**src/rtl/text_pkg.sv**
```systemverilog
// Shared definitions for the typewriter text path: ASCII control codes,
// the writer FSM states and the key classes produced by text_key_class.
package text_pkg;

  localparam logic [7:0] ASCII_BS    = 8'h08;
  localparam logic [7:0] ASCII_LF    = 8'h0A;
  localparam logic [7:0] ASCII_CR    = 8'h0D;
  localparam logic [7:0] ASCII_ESC   = 8'h1B;
  localparam logic [7:0] ASCII_SPACE = 8'h20;
  localparam logic [7:0] ASCII_TILDE = 8'h7E;

  typedef enum logic [1:0] {
    IDLE,
    EMIT,
    CLEAR
  } state_e;

  typedef enum logic [2:0] {
    KEY_PRINT,
    KEY_BS,
    KEY_NEWLINE,
    KEY_CLEAR,
    KEY_OTHER
  } key_class_e;

endpackage

```
**src/rtl/text_cursor_writer_if.sv**
```systemverilog
// Key handshake plus RAM write side of the text cursor writer.
// master = key source / RAM side, slave = the writer block.
interface text_cursor_writer_if #(
  parameter int ADDR_W = 6,
  parameter int DATA_W = 8
);

  logic              key_valid;
  logic [DATA_W-1:0] key_data;
  logic              key_ready;
  logic              we;
  logic [ADDR_W-1:0] write_address;
  logic [DATA_W-1:0] d;
  logic [ADDR_W-1:0] cursor;
  logic              busy;

  modport master (
    output key_valid, key_data,
    input  key_ready, we, write_address, d, cursor, busy
  );

  modport slave (
    input  key_valid, key_data,
    output key_ready, we, write_address, d, cursor, busy
  );

endinterface

```
**src/rtl/text_key_class.sv**
```systemverilog
// Combinational ASCII key classifier; shared by the writer and any later
// echo/logging stage. ESC is always reported as KEY_CLEAR; whether it does
// anything is up to the consumer.
module text_key_class
  import text_pkg::*;
#(
  parameter int DATA_W = 8
) (
  input  logic [DATA_W-1:0] key_data_i,
  output key_class_e        key_class_o
);

  // Map the raw key code onto one of the five classes.
  always_comb begin
    // NOTE: default first so every path assigns the output and no latch is inferred.
    key_class_o = KEY_OTHER;
    if (key_data_i >= DATA_W'(ASCII_SPACE) && key_data_i <= DATA_W'(ASCII_TILDE)) begin
      key_class_o = KEY_PRINT;
    end else if (key_data_i == DATA_W'(ASCII_BS)) begin
      key_class_o = KEY_BS;
    end else if (key_data_i == DATA_W'(ASCII_CR) || key_data_i == DATA_W'(ASCII_LF)) begin
      key_class_o = KEY_NEWLINE;
    end else if (key_data_i == DATA_W'(ASCII_ESC)) begin
      key_class_o = KEY_CLEAR;
    end
  end

endmodule

```
**src/rtl/text_cursor_writer.sv**
```systemverilog
// Text cursor writer: turns accepted key codes into single-cycle writes to
// the character RAM and tracks the cursor for the display overlay.
// Optional feature: define TEXT_CURSOR_WRITER_CLEAR_EN to make ESC sweep the
// whole buffer with spaces (CLEAR state); undefined, ESC is ignored and busy
// is tied low.
module text_cursor_writer
  import text_pkg::*;
#(
  parameter int ADDR_W = 6,
  parameter int DATA_W = 8,
  parameter int COLS   = 16
) (
  input  logic                  clk,
  input  logic                  reset,
  text_cursor_writer_if.slave   bus
);

  localparam logic [ADDR_W-1:0] COL_MASK = ADDR_W'(COLS - 1);
  localparam logic [ADDR_W-1:0] ROW_STEP = ADDR_W'(COLS);

  state_e            state_q;
  logic [ADDR_W-1:0] cursor_q;
  logic [ADDR_W-1:0] addr_q;
  logic [DATA_W-1:0] data_q;
  logic              we_q;

  key_class_e        key_class;
  logic              accept;
  logic [ADDR_W-1:0] cursor_nl_d;

  text_key_class #(.DATA_W(DATA_W)) u_key_class (
    .key_data_i  (bus.key_data),
    .key_class_o (key_class)
  );

  assign accept = bus.key_valid && (state_q == IDLE);

  // Start of the next row; a COLS-wide step past the last row wraps to 0.
  always_comb begin
    cursor_nl_d = (cursor_q & ~COL_MASK) + ROW_STEP;
  end

  // FSM with registered write outputs and cursor.
  always_ff @(posedge clk or posedge reset) begin
    // NOTE: every register here, including the write port outputs, takes a
    // known value on reset; the RAM itself is outside and is never reset.
    if (reset) begin
      state_q  <= IDLE;
      cursor_q <= '0;
      addr_q   <= '0;
      data_q   <= '0;
      we_q     <= 1'b0;
    end else begin
      // NOTE: non-blocking assignments so all registers update from the
      // same pre-edge values.
      unique case (state_q)
        IDLE: begin
          we_q <= 1'b0;
          if (accept) begin
            unique case (key_class)
              KEY_PRINT: begin
                state_q  <= EMIT;
                we_q     <= 1'b1;
                addr_q   <= cursor_q;
                data_q   <= bus.key_data;
                cursor_q <= cursor_q + ADDR_W'(1);
              end
              KEY_BS: begin
                // Backspace at the origin is swallowed without a write.
                if (cursor_q != '0) begin
                  state_q  <= EMIT;
                  we_q     <= 1'b1;
                  addr_q   <= cursor_q - ADDR_W'(1);
                  data_q   <= DATA_W'(ASCII_SPACE);
                  cursor_q <= cursor_q - ADDR_W'(1);
                end
              end
              KEY_NEWLINE: begin
                cursor_q <= cursor_nl_d;
              end
`ifdef TEXT_CURSOR_WRITER_CLEAR_EN
              KEY_CLEAR: begin
                // The write address doubles as the sweep counter.
                state_q  <= CLEAR;
                we_q     <= 1'b1;
                addr_q   <= '0;
                data_q   <= DATA_W'(ASCII_SPACE);
                cursor_q <= '0;
              end
`endif
              default: begin
              end
            endcase
          end
        end
        EMIT: begin
          state_q <= IDLE;
          we_q    <= 1'b0;
        end
`ifdef TEXT_CURSOR_WRITER_CLEAR_EN
        CLEAR: begin
          if (addr_q == '1) begin
            state_q <= IDLE;
            we_q    <= 1'b0;
          end else begin
            addr_q  <= addr_q + ADDR_W'(1);
          end
        end
`endif
        default: begin
          state_q <= IDLE;
          we_q    <= 1'b0;
        end
      endcase
    end
  end

  assign bus.key_ready     = (state_q == IDLE);
  assign bus.we            = we_q;
  assign bus.write_address = addr_q;
  assign bus.d             = data_q;
  assign bus.cursor        = cursor_q;
`ifdef TEXT_CURSOR_WRITER_CLEAR_EN
  assign bus.busy          = (state_q == CLEAR);
`else
  assign bus.busy          = 1'b0;
`endif

endmodule

```
**src/flat_wrapper.sv**
```systemverilog
// flat-port wrapper written by rule: the top's interface ports become plain ports
module text_cursor_writer_flat import text_pkg::*;
#(
  parameter int ADDR_W = 6,
  parameter int DATA_W = 8,
  parameter int COLS   = 16
)
  (clk, reset, bus_key_valid, bus_key_data, bus_key_ready, bus_we, bus_write_address, bus_d, bus_cursor, bus_busy);
  text_cursor_writer_if #(.ADDR_W(ADDR_W), .DATA_W(DATA_W)) bus_i ();
  input  logic clk;
  input  logic reset;
  input wire logic [$bits(bus_i.key_valid)-1:0] bus_key_valid;
  input wire logic [$bits(bus_i.key_data)-1:0] bus_key_data;
  output wire logic [$bits(bus_i.key_ready)-1:0] bus_key_ready;
  output wire logic [$bits(bus_i.we)-1:0] bus_we;
  output wire logic [$bits(bus_i.write_address)-1:0] bus_write_address;
  output wire logic [$bits(bus_i.d)-1:0] bus_d;
  output wire logic [$bits(bus_i.cursor)-1:0] bus_cursor;
  output wire logic [$bits(bus_i.busy)-1:0] bus_busy;
  assign bus_i.key_valid = bus_key_valid;
  assign bus_i.key_data = bus_key_data;
  assign bus_key_ready = bus_i.key_ready;
  assign bus_we = bus_i.we;
  assign bus_write_address = bus_i.write_address;
  assign bus_d = bus_i.d;
  assign bus_cursor = bus_i.cursor;
  assign bus_busy = bus_i.busy;
  text_cursor_writer #(.ADDR_W(ADDR_W), .DATA_W(DATA_W), .COLS(COLS)) u_core (.clk(clk), .reset(reset), .bus(bus_i));
endmodule
```
**config.mk**
```make
export PLATFORM = sky130hd
export DESIGN_NAME = text_cursor_writer_flat
export DESIGN_NICKNAME = d
export VERILOG_FILES = /design/src/rtl/text_pkg.sv /design/src/rtl/text_cursor_writer_if.sv /design/src/rtl/text_key_class.sv /design/src/rtl/text_cursor_writer.sv /design/src/flat_wrapper.sv
export SDC_FILE = /design/constraint.sdc
export NUM_CORES = 1
export LEC_CHECK = 0
export BUFFER_PORTS_ARGS = -buffer_cell sky130_fd_sc_hd__buf_4
export CAP_MARGIN = 15
export CORE_AREA = 2 2 73 58
export CTS_BUF_LIST = sky130_fd_sc_hd__clkbuf_8
export DETAILED_ROUTE_END_ITERATION = 8
export DIE_AREA = 0 0 75 60
export GPL_ROUTABILITY_DRIVEN = 0
export MAX_ROUTING_LAYER = met4
export PLACE_DENSITY = 0.61
export SETUP_SLACK_MARGIN = 0.3
export SYNTH_ARGS = -nofsm -noshare
export SYNTH_HDL_FRONTEND = slang
export SYNTH_SLANG_ARGS = --single-unit
```
**constraint.sdc**
```tcl
create_clock -name clk -period 2 [get_ports clk]
set_clock_uncertainty 0.1 [all_clocks]
set_input_delay 0.2 -clock clk [delete_from_list [all_inputs] [get_ports clk]]
set_output_delay 0.2 -clock clk [all_outputs]
set_load 0.01 [all_outputs]
```
==> Word level (Yosys, flattened, before mapping) <==
Cells that the tools add are included.
{ "totals": {"regBits": 23, "latchBits": 0, "ramBits": 0, "romBits": 0, "inputBits": 11, "output_inout_bits": 23, "elab_cells": 48, "mem_count": 0} }
{ "classes": {"addsub": 3, "multipliers": 0, "div_mod_pow": 0, "order_cmp": 2, "n_eq_ne": 10, "shift": 0, "muxes": 17, "n_bitwise": 0, "reduce_logical": 11} }
{ "ops": {"columns": ["operator", "n"], "rows": [
  ["8-bit by 4-bit == test with 1-bit output, second input constant", 3],
  ["6-bit one-hot mux with 3 select lines", 1],
  ["8-bit one-hot mux with 2 select lines", 1],
  ["3-bit 2-to-1 mux", 4],
  ["6-bit one-hot mux with 2 select lines", 1],
  ["8-bit by 5-bit == test with 1-bit output, second input constant", 1],
  ["8-bit by 6-bit greater-or-equal comparator with 1-bit output, second input constant", 1],
  ["8-bit by 7-bit <= comparator with 1-bit output, second input constant", 1],
  ["8-bit 2-to-1 mux", 1],
  ["4-bit AND reduction", 2],
  ["6-bit by 1-bit adder with 6-bit output, second input constant", 1],
  ["6-bit by 5-bit adder with 6-bit output, second input constant", 1],
  ["2-bit 2-to-1 mux", 3],
  ["6-bit 2-to-1 mux", 1],
  ["6-bit nonzero test", 1],
  ["6-bit by 1-bit subtractor with 6-bit output, second input constant", 1],
  ["2-bit by 1-bit inequality test with 1-bit output, second input constant", 2],
  ["2-bit one-hot mux with 2 select lines", 1],
  ["3-bit by 1-bit == test with 1-bit output, second input constant", 1],
  ["3-bit by 2-bit == test with 1-bit output, second input constant", 1],
  ["3-bit logical NOT", 1],
  ["1-bit 2-to-1 mux", 3],
  ["3-bit by 1-bit inequality test with 1-bit output, second input constant", 1],
  ["3-bit by 2-bit inequality test with 1-bit output, second input constant", 1],
  ["other kinds (7)", 8]
]} }

==> Depth between registers and ports, before layout <==
Gate-level depths: netlist of run 1.
{ "logic_depth": {"word_depth": 9, "ltp_mapped": 8, "ltp_nobuf": 7} }

==> Cells and area by module <==
A second synthesis of run 1 with hierarchy kept.
{ "unflattened": {"cells_unflattened": 162, "area_unflattened_um2": 1438.9} }
{ "modules_own_cells": {"columns": ["module", "instances", "cells_each", "area_per_inst_um2", "seq_area_each_um2"], "rows": [
  ["text_cursor_writer", 1, 147, 1328.8, 550.5],
  ["text_key_class", 1, 15, 110.1, 0.0]
]} }

==> Worst setup path after synthesis of run 1 <==
OpenSTA, ideal clock, no wires.
{ "synth_timing": {"path_type": "flip-flop to flip-flop", "start": "register u_core.cursor_q[0] (netlist: u_core.bus.cursor[0])", "end": "register u_core.cursor_q[5] (netlist: u_core.bus.cursor[5])", "setup_ns": 0.082, "t_arrival_ns": 1.905, "t_required_ns": 1.818, "slack_ns": -0.088, "stages_incl_launch_ff": 9, "n_path_buf": 1, "synth_period_minus_slack_ns": 2.088, "cell_sequence": "dfrtp_1 > inv_1 > ha_1 > nor3b_1 > a21oi_1 > a21oi_4 > buf_2 > a21oi_1 > o22ai_1"} }
{ "synth_between": {"elab_chain_cells": 3, "word_cells_on_any_way": 7, "classes_between": "2 x add/sub; 1 x eq/ne; 2 x mux; 2 x reduce/logical"} }
{ "synth_lines": {"columns": ["item", "line_no", "rtl"], "rows": [
  ["start: declaration", "text_cursor_writer.sv:22", "logic [ADDR_W-1:0] cursor_q;"],
  ["start signal: assignment", "text_cursor_writer.sv:66", "cursor_q <= cursor_q + ADDR_W'(1);"],
  ["start signal: assignment", "text_cursor_writer.sv:75", "cursor_q <= cursor_q - ADDR_W'(1);"],
  ["start signal: assignment", "text_cursor_writer.sv:79", "cursor_q <= cursor_nl_d;"],
  ["6-bit by 1-bit subtractor with 6-bit output or 6-bit nonzero test (tied branches)", "text_cursor_writer.sv:75, text_cursor_writer.sv:70", null],
  ["6-bit 2-to-1 mux or 2-bit by 1-bit inequality test with 1-bit output (tied branches)", null, null],
  ["6-bit one-hot mux with 3 select lines or 4-bit AND reduction (tied branches)", null, null]
]} }
Parallel ways exist; a longest one is shown, timed or not. The select of a mux whose other input is x is not followed.
A chain may end at the register's enable or synchronous reset.

==> Worst setup path in the final report of run 1 <==
{ "layout_timing": {"start": "register u_core.state_q[0]", "end": "register u_core.cursor_q[3] (netlist: u_core.bus.cursor[3])"} }
{ "layout_between": {"elab_chain_cells": 3} }
{ "layout_lines": {"columns": ["item", "line_no", "rtl"], "rows": [
  ["start: declaration", "text_cursor_writer.sv:21", "state_e state_q;"],
  ["start signal: assignment", "text_cursor_writer.sv:48", "state_q <= IDLE;"],
  ["start signal: assignment", "text_cursor_writer.sv:62", "state_q <= EMIT;"],
  ["start signal: assignment", "text_cursor_writer.sv:71", "state_q <= EMIT;"],
  ["2-bit logical NOT (*)", "text_cursor_writer.sv:36, text_cursor_writer.sv:56", null],
  ["1-bit logical AND", "text_cursor_writer.sv:36", "assign accept = bus.key_valid && (state_q == IDLE);"],
  ["4-bit AND reduction (no line) (*)", null, null]
]} }
Mark *: on every way between the ends. The rest lies on a longest branch, timed or not.

==> results of run 1 <==
-- cell usage in the layout (no fill, tap or decap), drive strengths merged, types with 3 or more instances in the layout --
cell type,n
a21oi,6
a22o,6
buf,56
clkbuf,3
dfrtp,22
ha,4
inv,10
nand2,11
nand3,6
nor2,8
o21ai,7
o22ai,3
or4,3
xnor2,3
-- critical path, stage by stage (launching register included) --
cell      delay (ns)
dfrtp_1         0.43
nand2b_4        0.17
or4_4           0.57
a222oi_1        0.35
o22ai_1         0.12
-- path summary, 6_finish.rpt --
| path | start | to | slack (ns) | cells after the start |
|---|---|---|---|---|
| hold reg to reg | u_core.bus.write_address[1] | u_core.bus.write_address[1] | 0.38 | 1 |
| setup / recovery | u_core.state_q[0] | u_core.bus.cursor[3] | 0.14 | 4 |
| min in group asynchronous | reset | u_core.bus.write_address[2] | 0.42 | 4 |
| setup reg to reg | u_core.state_q[0] | u_core.bus.cursor[3] | 0.14 | 4 |
| hold / removal | bus_key_data[6] | u_core.bus.d[6] | 0.12 | 2 |
| max in group asynchronous | reset | u_core.bus.cursor[1] | 1.13 | 4 |
-- logic make-up (layout without fill, tap and decap cells) --
| kind of cell | after synthesis | in the layout |
|---|---|---|
| compound gates | 41 | 41 |
| xor+xnor | 4 | 4 |
| fa+ha+maj | 4 | 4 |
| buf+inv | 18 | 72 |
| flops | 22 | 22 |
| mux | 3 | 3 |
| other cells | 1 | 1 |
| simple gates | 47 | 47 |
-- power by group through the flow --
stage	Combinational [mW]	Sequential (mW)	Clock (mW)
after CTS	0.860	0.688	0.429
after floorplan	0.420	0.729	0
after global routing	1.01	0.719	0.443
after global placement	0.792	0.690	0
after detailed placement	0.798	0.700	0
final	0.927	0.698	0.421
-- cells in the mapped netlist (all sizes together), types with 2 or more instances --
master | count | share of area [%]
mux2i | 2 | 1.5
o211a | 2 | 1.5
inv | 10 | 2.7
nor4 | 2 | 2.0
o22ai | 3 | 1.4
nand3 | 6 | 2.2
ha | 4 | 3.6
nand2 | 11 | 3.0
nand2b | 2 | 1.5
nand4 | 2 | 0.91
buf | 6 | 3.3
or4 | 3 | 1.9
dfrtp | 22 | 40
nor2 | 8 | 2.4
or3 | 2 | 0.91
a2bb2oi | 2 | 1.3
xnor2 | 3 | 1.9
a21oi | 6 | 3.0
and2 | 2 | 1.0
a22o | 6 | 3.9
a21o | 2 | 1.1
a31oi | 2 | 0.91
nor3b | 2 | 1.1
o21ai | 7 | 2.5
-- final cells by class --
cell class,instances,area [um^2]
multi-input cells,100,792
inverters,11,45.0
clock buffers,3,41.3
fillers,348,1830
well taps,55,68.8
flip-flops and latches,22,556
repair buffers,57,470
clock inverters,1,30.0
-- registers in the layout, indices dropped and copies added, names as in the netlist --
signal                    count
u_core.bus.cursor             6
u_core.state_q                1
u_core.bus.we                 1
u_core.bus.write_address      6
u_core.bus.d                  8
-- metal layers --
metal,track usage (%),routed length [um],up-vias
li1,-,-,626
met2,27.9,1880,50
met4,5.36,38,0
met5,-,0,-
met3,2.19,225,4
met1,25.6,1750,661
-- stage by stage --
stage,instance area (um^2),power [mW],util (%),hold slack [ns],cells
after detailed placement,1770,1.50,46.2,0.170,231
after global placement,1770,1.48,46.2,0.162,231
after floorplan,1430,1.15,-,0.0891,140
after CTS,1920,1.98,50.3,0.110,244
after global routing,2000,2.17,52.3,0.106,249
final,2000,2.05,52.3,0.116,249
-- what timing repair did --
action,4_1_cts,5_1_grt
pin swaps,5,3
resized for setup,4,8
endpoints found under the setup margin,21,21
setup buffers,8,5
endpoints found under the hold margin,22,0
hold buffers,1,0
==> results by group, run 1 <==
Status
  • Outcome: finished clean

Power and ir drop
  • Sequential share of power: roughly a third
  • Pint: approximately 1.3 mW
  • Clock share of power: between 20 and 25%
  • PwrDens: about 1000 nW/um^2
  • Combinational Power Share: 45.3%
  • Peak supply drop: between 0.0005 and 0.0006 V
  • Psw: around 0.71 mW
  • Leak Pwr: around 1 nW
  • Net Sw Frac: about a third

Logic synthesis
  • Xor and xnor fraction of the mapped netlist area: around 2.5%
  • Unique masters post-synth: between 50 and 60
  • Synth Area in Compound Gates: 22.7%
  • Sequential share of the synthesized area: 40.0%
  • Predominant post-synthesis flop cell: dfrtp_1
  • Mapped Area: 1380 um^2
  • Post-synth EDFFs: 0
  • Seq cells post-synth: 22
  • Post-synthesis mux area share: under 10%
  • Asr flop ratio synth: 100%
  • Synth warnings: 0
  • Simple-Gate Fraction of Synth Area: 22.0%
  • Largest family of logic cells by synthesized area: compound AO/OA/AOI/OAI gates
  • Mapped Cells: 140
  • Avg Cell Area, Syn: 9.84 um^2
  • Adder-cell share of the synthesized area: under 10%
  • Syn Nets: between 150 and 200

Cells and area
  • Share of cells above drive strength 1: a little under half
  • Area delta synth->final: 45.4%
  • Final nets: 210
  • Diode count: 0

Timing
  • Worst-margin pin slew: about 0.57 ns
  • RSZ-0062 raised after global routing: yes
  • Setup violators final: 0
  • Max Transition Viols Final: 0
  • Fmax: 537 MHz
  • Setup TNS: 0 ns
  • Crit share post-route: between 90% and 100%
  • Slew Limit Headroom: around 62%
  • Final Worst Setup Slack: about 0.14 ns
  • Minimum clock period after layout: between 1.5 and 2 ns
  • Final hold viol count: 0

Floorplanning
  • IO Count: 34
  • Starting Density: 36.0%
  • Die W: ~75 um
  • DIE AREA: between 4000 and 5000 um^2
  • Die height: approximately 60 um
  • Standard-cell rows: 20
  • CORE AREA: approximately 3800 um^2

Routing
  • Antenna-violating nets left: 0
  • Via Count: 1341
  • Routed WL per cell: 15.6 um
  • TritonRoute pass-1 iters: 4
  • Post-Route WL: ~3.9 mm
  • Via density per instance: ~5.4
  • Drt drc: 0
  • Initial DRC count: 81

CTS
  • Clock transition at path regs: about 0.09 ns
  • CTS Buf Count: 3
  • CTS H-tree lvls: 1
  • Max clock buf depth: 2
  • CTS root buf: clkbuf_8
  • CTS tree: yes
  • Clock sinks: 22
  • Clock latency at the later pin of the worst-skew pair: 0.27 ns

Placed design
  • DP Wirelength: 2.77 mm
  • IO buf count: 32
  • Placement Setup Slack: 0.0961 ns

GRT
  • Gr usage total: a little under a fifth
  • Antenna violations before repair: 0
  • Remaining global-route overflow: 0
  • Largest net degree at the start of global routing: 23
  • First-pass GRT wire length: ~6.0 mm
  • Vias in the first global route: 1242

Worst setup path
  • WS Path Type: flop to flop
  • Worst setup EP type: flop
  • CP Launch Type: flop
  • Crit path DAT: ~1.9 ns
  • CP required: 2.05 ns
  • Max FO, Critical Path: 9

Flow run
  • Max-cap violations: 0

Worst hold path
  • Hold/Removal Path Class: primary input to flop
(Power assumes the default switching activity.)
==> run 2, diff against run 1 <==
Settings changed: ABC_AREA from default to 1, CORE_AREA 2 2 73 58 to 2 2 72 57, DIE_AREA 0 0 75 60 to 0 0 74 59.
==> results by group, run 2 <==
Power and ir drop
  • Psw: between 0.7 and 0.8 mW
  • Pint: approximately 1.2 mW
  • Net Sw Frac: between 30 and 40%
  • Leak Pwr: 0.986 nW
  • Sequential share of power: ~35%
  • Clock share of power: about 17%
  • Combinational Power Share: between 40% and 50%
  • PwrDens: 1040 nW/um^2
  • Post-route total power: 1.90 mW
  • Peak supply drop: between 0.0005 and 0.0006 V

Floorplanning
  • IO Count: 34
  • Starting Density: 36.9%
  • CORE AREA: 3590 um^2
  • Standard-cell rows: 19
  • DIE AREA: around 4400 um^2
  • Die W: ~74 um
  • Die height: about 59 um

GRT
  • First-pass GRT wire length: between 5 and 6 mm
  • Vias in the first global route: about 1100
  • Antenna violations before repair: 0
  • Gr usage total: 15.7%
  • Largest net degree at the start of global routing: 23
  • Remaining global-route overflow: 0

Logic synthesis
  • Yosys top cell by area: dfrtp_1
  • Synth top cells by count: nand2_1 (67), dfrtp_1 (22), nand3_1 (20)
  • Unique masters post-synth: 21
  • Avg Cell Area, Syn: around 7.3 um^2
  • Predominant post-synthesis flop cell: dfrtp_1
  • Most numerous cell in the Yosys netlist: nand2_1
  • Sequential share of the synthesized area: about two fifths
  • Seq cells post-synth: 22
  • Mapped Area: approximately 1300 um^2
  • Syn Nets: between 150 and 200
  • Mapped Cells: around 180
  • Synth top area share: 41.5%
  • Asr flop ratio synth: 100%
  • Synth warnings: 0
  • Area contributors post-synth: dfrtp_1 (42%), nand2_1 (19%), nand3_1 (7.6%)
  • Post-synth EDFFs: 0

CTS
  • CTS Buf Count: 3
  • Clock transition at path regs: 0.08 ns
  • Max clock buf depth: 2
  • CTS root buf: clkbuf_8
  • CTS H-tree lvls: 1
  • Clock sinks: 22
  • CTS tree: yes
  • Clock latency at the later pin of the worst-skew pair: 0.27 ns

Worst setup path
  • Critical R2R Launch: u_core.bus.cursor[1]
  • CP Launch Type: flop
  • Crit. Startpoint: u_core.bus.cursor[1]
  • Slowest cell on the critical path: dfrtp_1
  • Crit path DAT: between 1.5 and 2 ns
  • CP peak stage delay: about 0.40 ns
  • CP required: between 2 and 2.5 ns
  • Cell family contributing the most delay on the critical path: simple AND/OR/NAND/NOR gates
  • Worst setup EP type: flop
  • CP Cell Sequence: buf_4, buf_4, nor2_1, nand4_1, nand3_1, o21ai_0, nand2_1, nand2_1
  • Bufs and invs on worst path: 2
  • Max FO, Critical Path: 5
  • WS Path Type: flop to flop

Cells and area
  • Commonest cells after routing, fill and taps aside: nand2_1 (63), buf_4 (42), dfrtp_1 (22), nand3_1 (19), inv_1 (15)
  • Area delta synth->final: 38.2%
  • Cell area after layout: between 1500 and 2000 um^2
  • Final nets: 243
  • Commonest non-fill, non-tap cell in the layout: nand2_1
  • Post-Route Utilization: slightly above 50%
  • Share of cells above drive strength 1: approximately a third
  • Fill cells: 359
  • Max FFs per register: 8
  • Diode count: 0

Routing
  • Routed WL per cell: 11.4 um
  • Post-Route WL: roughly 3.2 mm
  • Drt drc: 0
  • Via Count: between 1000 and 1500
  • Via density per instance: around 4.5
  • Antenna-violating nets left: 0
  • TritonRoute pass-1 iters: 4
  • Initial DRC count: 79

Placed design
  • IO buf count: 32
  • DP Wirelength: 2.29 mm
  • Placement Setup Slack: around 0.25 ns
  • Dpl cell area: around 1600 um^2

Timing
  • Crit share post-route: between 80% and 90%
  • Final Worst Setup Slack: approximately 0.36 ns
  • Max Transition Viols Final: 0
  • Setup TNS: 0 ns
  • Minimum clock period after layout: 1.64 ns
  • Fmax: between 600 and 700 MHz
  • RSZ-0062 raised after global routing: yes
  • Final hold viol count: 0
  • Setup violators final: 0

Worst hold path
  • Critical hold path startpoint: bus_key_data[4]
  • Hold/Removal Path Class: primary input to flop

Status
  • Outcome: finished clean

Flow run
  • Max-cap violations: 0
==> run 2: power by group through the flow <==
stage / clock (mW) / combinational, mW / sequential, mW
after floorplan: 0 / 0.435 / 0.714
after global placement: 0 / 0.790 / 0.682
after detailed placement: 0 / 0.791 / 0.682
after CTS: 0.336 / 0.823 / 0.663
after global routing: 0.358 / 1.02 / 0.691
final: 0.322 / 0.905 / 0.672
==> run 2: per-stage QoR <==
| step | std cells | hold slack (ns) |
|---|---|---|
| floorplan | 182 | 0.0892 |
| global placement | 267 | 0.162 |
| detailed placement | 267 | 0.163 |
| CTS | 273 | 0.0557 |
| global route | 279 | 0.0709 |
| finish | 279 | 0.0584 |
==> run 2: area by class of cell <==
class | count | area, um^2 | area share, %
flip-flops and latches | 22 | 551 | 30.1
well taps | 52 | 65.1 | 3.55
repair buffers | 45 | 357 | 19.5
multi-input cells | 136 | 727 | 39.7
clock buffers | 4 | 55.1 | 3.01
inverters | 20 | 77.6 | 4.23
==> run 2: per-layer routing <==
layer,wire length (um),track usage [%],part of all wire [%],vias to the layer above
li1,-,-,-,663
met1,1670,22.6,52,550
met2,1330,22.7,42,33
met3,152,4.08,4.8,4
met4,32,2.34,1.0,0
met5,0,-,0,-
==> run 2: worst reg2reg max path, cell delays in order (launching register included) <==
cell	delay, ns
dfrtp_1	0.40
buf_4	0.14
buf_4	0.14
nor2_1	0.23
nand4_1	0.12
nand3_1	0.13
o21ai_0	0.14
nand2_1	0.10
nand2_1	0.05
==> run 2: kinds of logic (layout without fill, tap and decap cells) <==
logic type	Yosys count	in the layout	share of synthesized area (%)
buffers and inverters	25	69	8.88
other	1	1	0.283
adder cells (fa/ha/maj)	4	4	3.78
flip-flops	22	22	41.5
AO/OA/AOI/OAI	17	17	7.84
AND/OR/NAND/NOR	110	111	35.7
XOR/XNOR	3	3	1.98
==> run 2: final timing paths <==
kind                                               end  slack (ns)  depth (start not counted)
min reg2reg                            u_core.bus.d[0]        0.38                          2
max in group asynchronous         u_core.bus.cursor[4]        1.14                          4
min                                    u_core.bus.d[4]        0.06                          3
max reg2reg                u_core.bus.write_address[5]        0.36                          8
min in group asynchronous  u_core.bus.write_address[3]        0.43                          4
max                        u_core.bus.write_address[5]        0.36                          8
==> run 2: what timing repair did <==
action | 4_1_cts | 5_1_grt
pin swaps | 0 | 8
setup endpoints to repair | 17 | 18
hold endpoints to repair | 22 | 0
hold buffers | 1 | 0
gates resized for setup | 1 | 16
cloned | 0 | 1
setup buffers | 1 | 5
==> run 3, diff against run 2 <==
Clock period 2 ns to 1.5 ns, I/O delays scaled along.
==> results by group, run 3 (synthesis gave the netlist of run 2 again) <==
Status
  • Outcome: finished with violations
  • Failing checks: setup timing

Worst setup path
  • Critical R2R Launch: u_core.bus.cursor[0]
  • Worst setup EP type: flop
  • CP required: around 1.6 ns
  • Crit path DAT: ~1.7 ns
  • Max FO, Critical Path: 7
  • WS Path Type: flop to flop
  • CP Launch Type: flop
  • Crit. Startpoint: u_core.bus.cursor[0]

GRT
  • Largest net degree at the start of global routing: 23
  • Gr usage total: 17.4%
  • Vias in the first global route: roughly 1200
  • Antenna violations before repair: 0
  • First-pass GRT wire length: 5.60 mm
  • Remaining global-route overflow: 0

CTS
  • CTS H-tree lvls: 1
  • Clock sinks: 22
  • Clock transition at path regs: about 0.080 ns
  • Clock latency at the later pin of the worst-skew pair: around 0.26 ns
  • CTS root buf: clkbuf_8
  • CTS tree: yes
  • Max clock buf depth: 2
  • CTS Buf Count: 3

Placed design
  • Dpl cells: between 200 and 300
  • DP Wirelength: roughly 2.5 mm
  • IO buf count: 32

Cells and area
  • FF+latch area: roughly 550 um^2
  • Diode count: 0
  • Commonest non-fill, non-tap cell in the layout: nand2_1
  • Share of cells above drive strength 1: about two fifths
  • Commonest cells after routing, fill and taps aside: nand2_1 (53), buf_4 (46), dfrtp_1 (19), nand3_1 (18), inv_1 (14)
  • Non-filler cells, final: between 200 and 300
  • Multi-input gate area: 766 um^2
  • Final nets: ~250
  • Max FFs per register: 8
  • Area delta synth->final: 49.9%
  • Fill cells: around 350

Power and ir drop
  • Post-route total power: roughly 2.8 mW
  • PwrDens: roughly 1400 nW/um^2
  • Leak Pwr: approximately 1.0 nW
  • Peak supply drop: ~0.00063 V

Floorplanning
  • DIE AREA: roughly 4400 um^2
  • Standard-cell rows: 19
  • Die height: between 50 and 60 um
  • CORE AREA: 3590 um^2
  • IO Count: 34
  • Starting Density: between 30% and 40%
  • Die W: about 74 um

Routing
  • Drt drc: 0
  • Routed WL per cell: around 12 um
  • Via density per instance: ~4.6
  • Initial DRC count: 69
  • Post-Route WL: approximately 3.4 mm
  • TritonRoute pass-1 iters: 4
  • Via Count: about 1300
  • Antenna-violating nets left: 0

Timing
  • Final Worst Setup Slack: -0.0482 ns
  • Setup TNS: -0.644 ns
  • Setup violators final: 20
  • RSZ-0062 raised after global routing: yes
  • Crit share post-route: 103%
  • Final hold viol count: 0
  • Max Transition Viols Final: 0
  • Fmax: about 650 MHz
  • Minimum clock period after layout: 1.55 ns

Worst hold path
  • Critical hold path startpoint: bus_key_data[4]
  • Hold/Removal Path Class: primary input to flop

Flow run
  • Max-cap violations: 0
[run 3: changes by cell type in the layout (fill, tap and decap cells not counted), moves of 2 or more]
cell and delta:
buf_4 +4, buf_6 +5, dfrtp_1 -3, dfrtp_2 +3, nand2_1 -10, nand2_2 +7, nand2_4 +2
[run 3: critical path, stage by stage, from the launching register on]
cell and delay, ns:
dfrtp_2 0.43, inv_4 0.07, ha_4 0.14, nand2_4 0.06
nor2_4 0.08, nand2_1 0.05, nand2_1 0.07, nand2_2 0.09
nand2_8 0.13, buf_12 0.14, nand3_1 0.07, nand2_1 0.07
[run 3: metrics by stage]
step	setup slack (ns)	hold slack, ns	utilization, %	area [um^2]
after floorplan	-0.0407	0.0391	-	1350
after global placement	-0.00116	0.112	49.0	1760
after detailed placement	-0.0555	0.108	49.0	1760
after CTS	-0.0461	0.0160	51.7	1860
after global routing	-0.152	0.0152	55.3	1990
final	-0.0482	0.0174	55.3	1990
[run 3: layer usage]
layer | up-vias | track usage [%] | routed length [um]
met2 | 26 | 23.3 | 1470
met5 | - | - | 0
met4 | 0 | 4.68 | 36
met3 | 5 | 3.57 | 153
li1 | 676 | - | -
met1 | 617 | 26.3 | 1740
[run 3: layout make-up]
class	instances	area share [%]
Timing Repair Buffer	55	23.6
Clock buffer	4	2.77
Tap cell	52	3.28
Sequential cell	22	27.9
Inverter	20	3.91
Multi-Input combinational cell	135	38.6
[run 3: report_power, final]
group | internal (mW) | switching (mW)
Clock | 0.234 | 0.184
Combinational | 0.730 | 0.762
Sequential | 0.754 | 0.130
[run 3: worst paths after layout]
| kind | endpoint | slack, ns | cells past startpoint |
|---|---|---|---|
| hold / removal | u_core.bus.d[4] | 0.02 | 3 |
| min in group asynchronous | u_core.bus.d[6] | 0.38 | 4 |
| setup / recovery | u_core.bus.cursor[5] | -0.05 | 11 |
| max in group asynchronous | u_core.bus.cursor[2] | 0.68 | 4 |
| setup reg to reg | u_core.bus.cursor[5] | -0.05 | 11 |
| hold reg to reg | u_core.bus.write_address[5] | 0.37 | 2 |
[run 3: what timing repair did]
item                                    CTS  global route
hold buffers                              1             0
pin swaps                                 5             7
cloned                                    0             1
gates resized for setup                   6            27
setup buffers                             3             0
endpoints found under the setup margin   26            28
hold endpoints to repair                 22             0
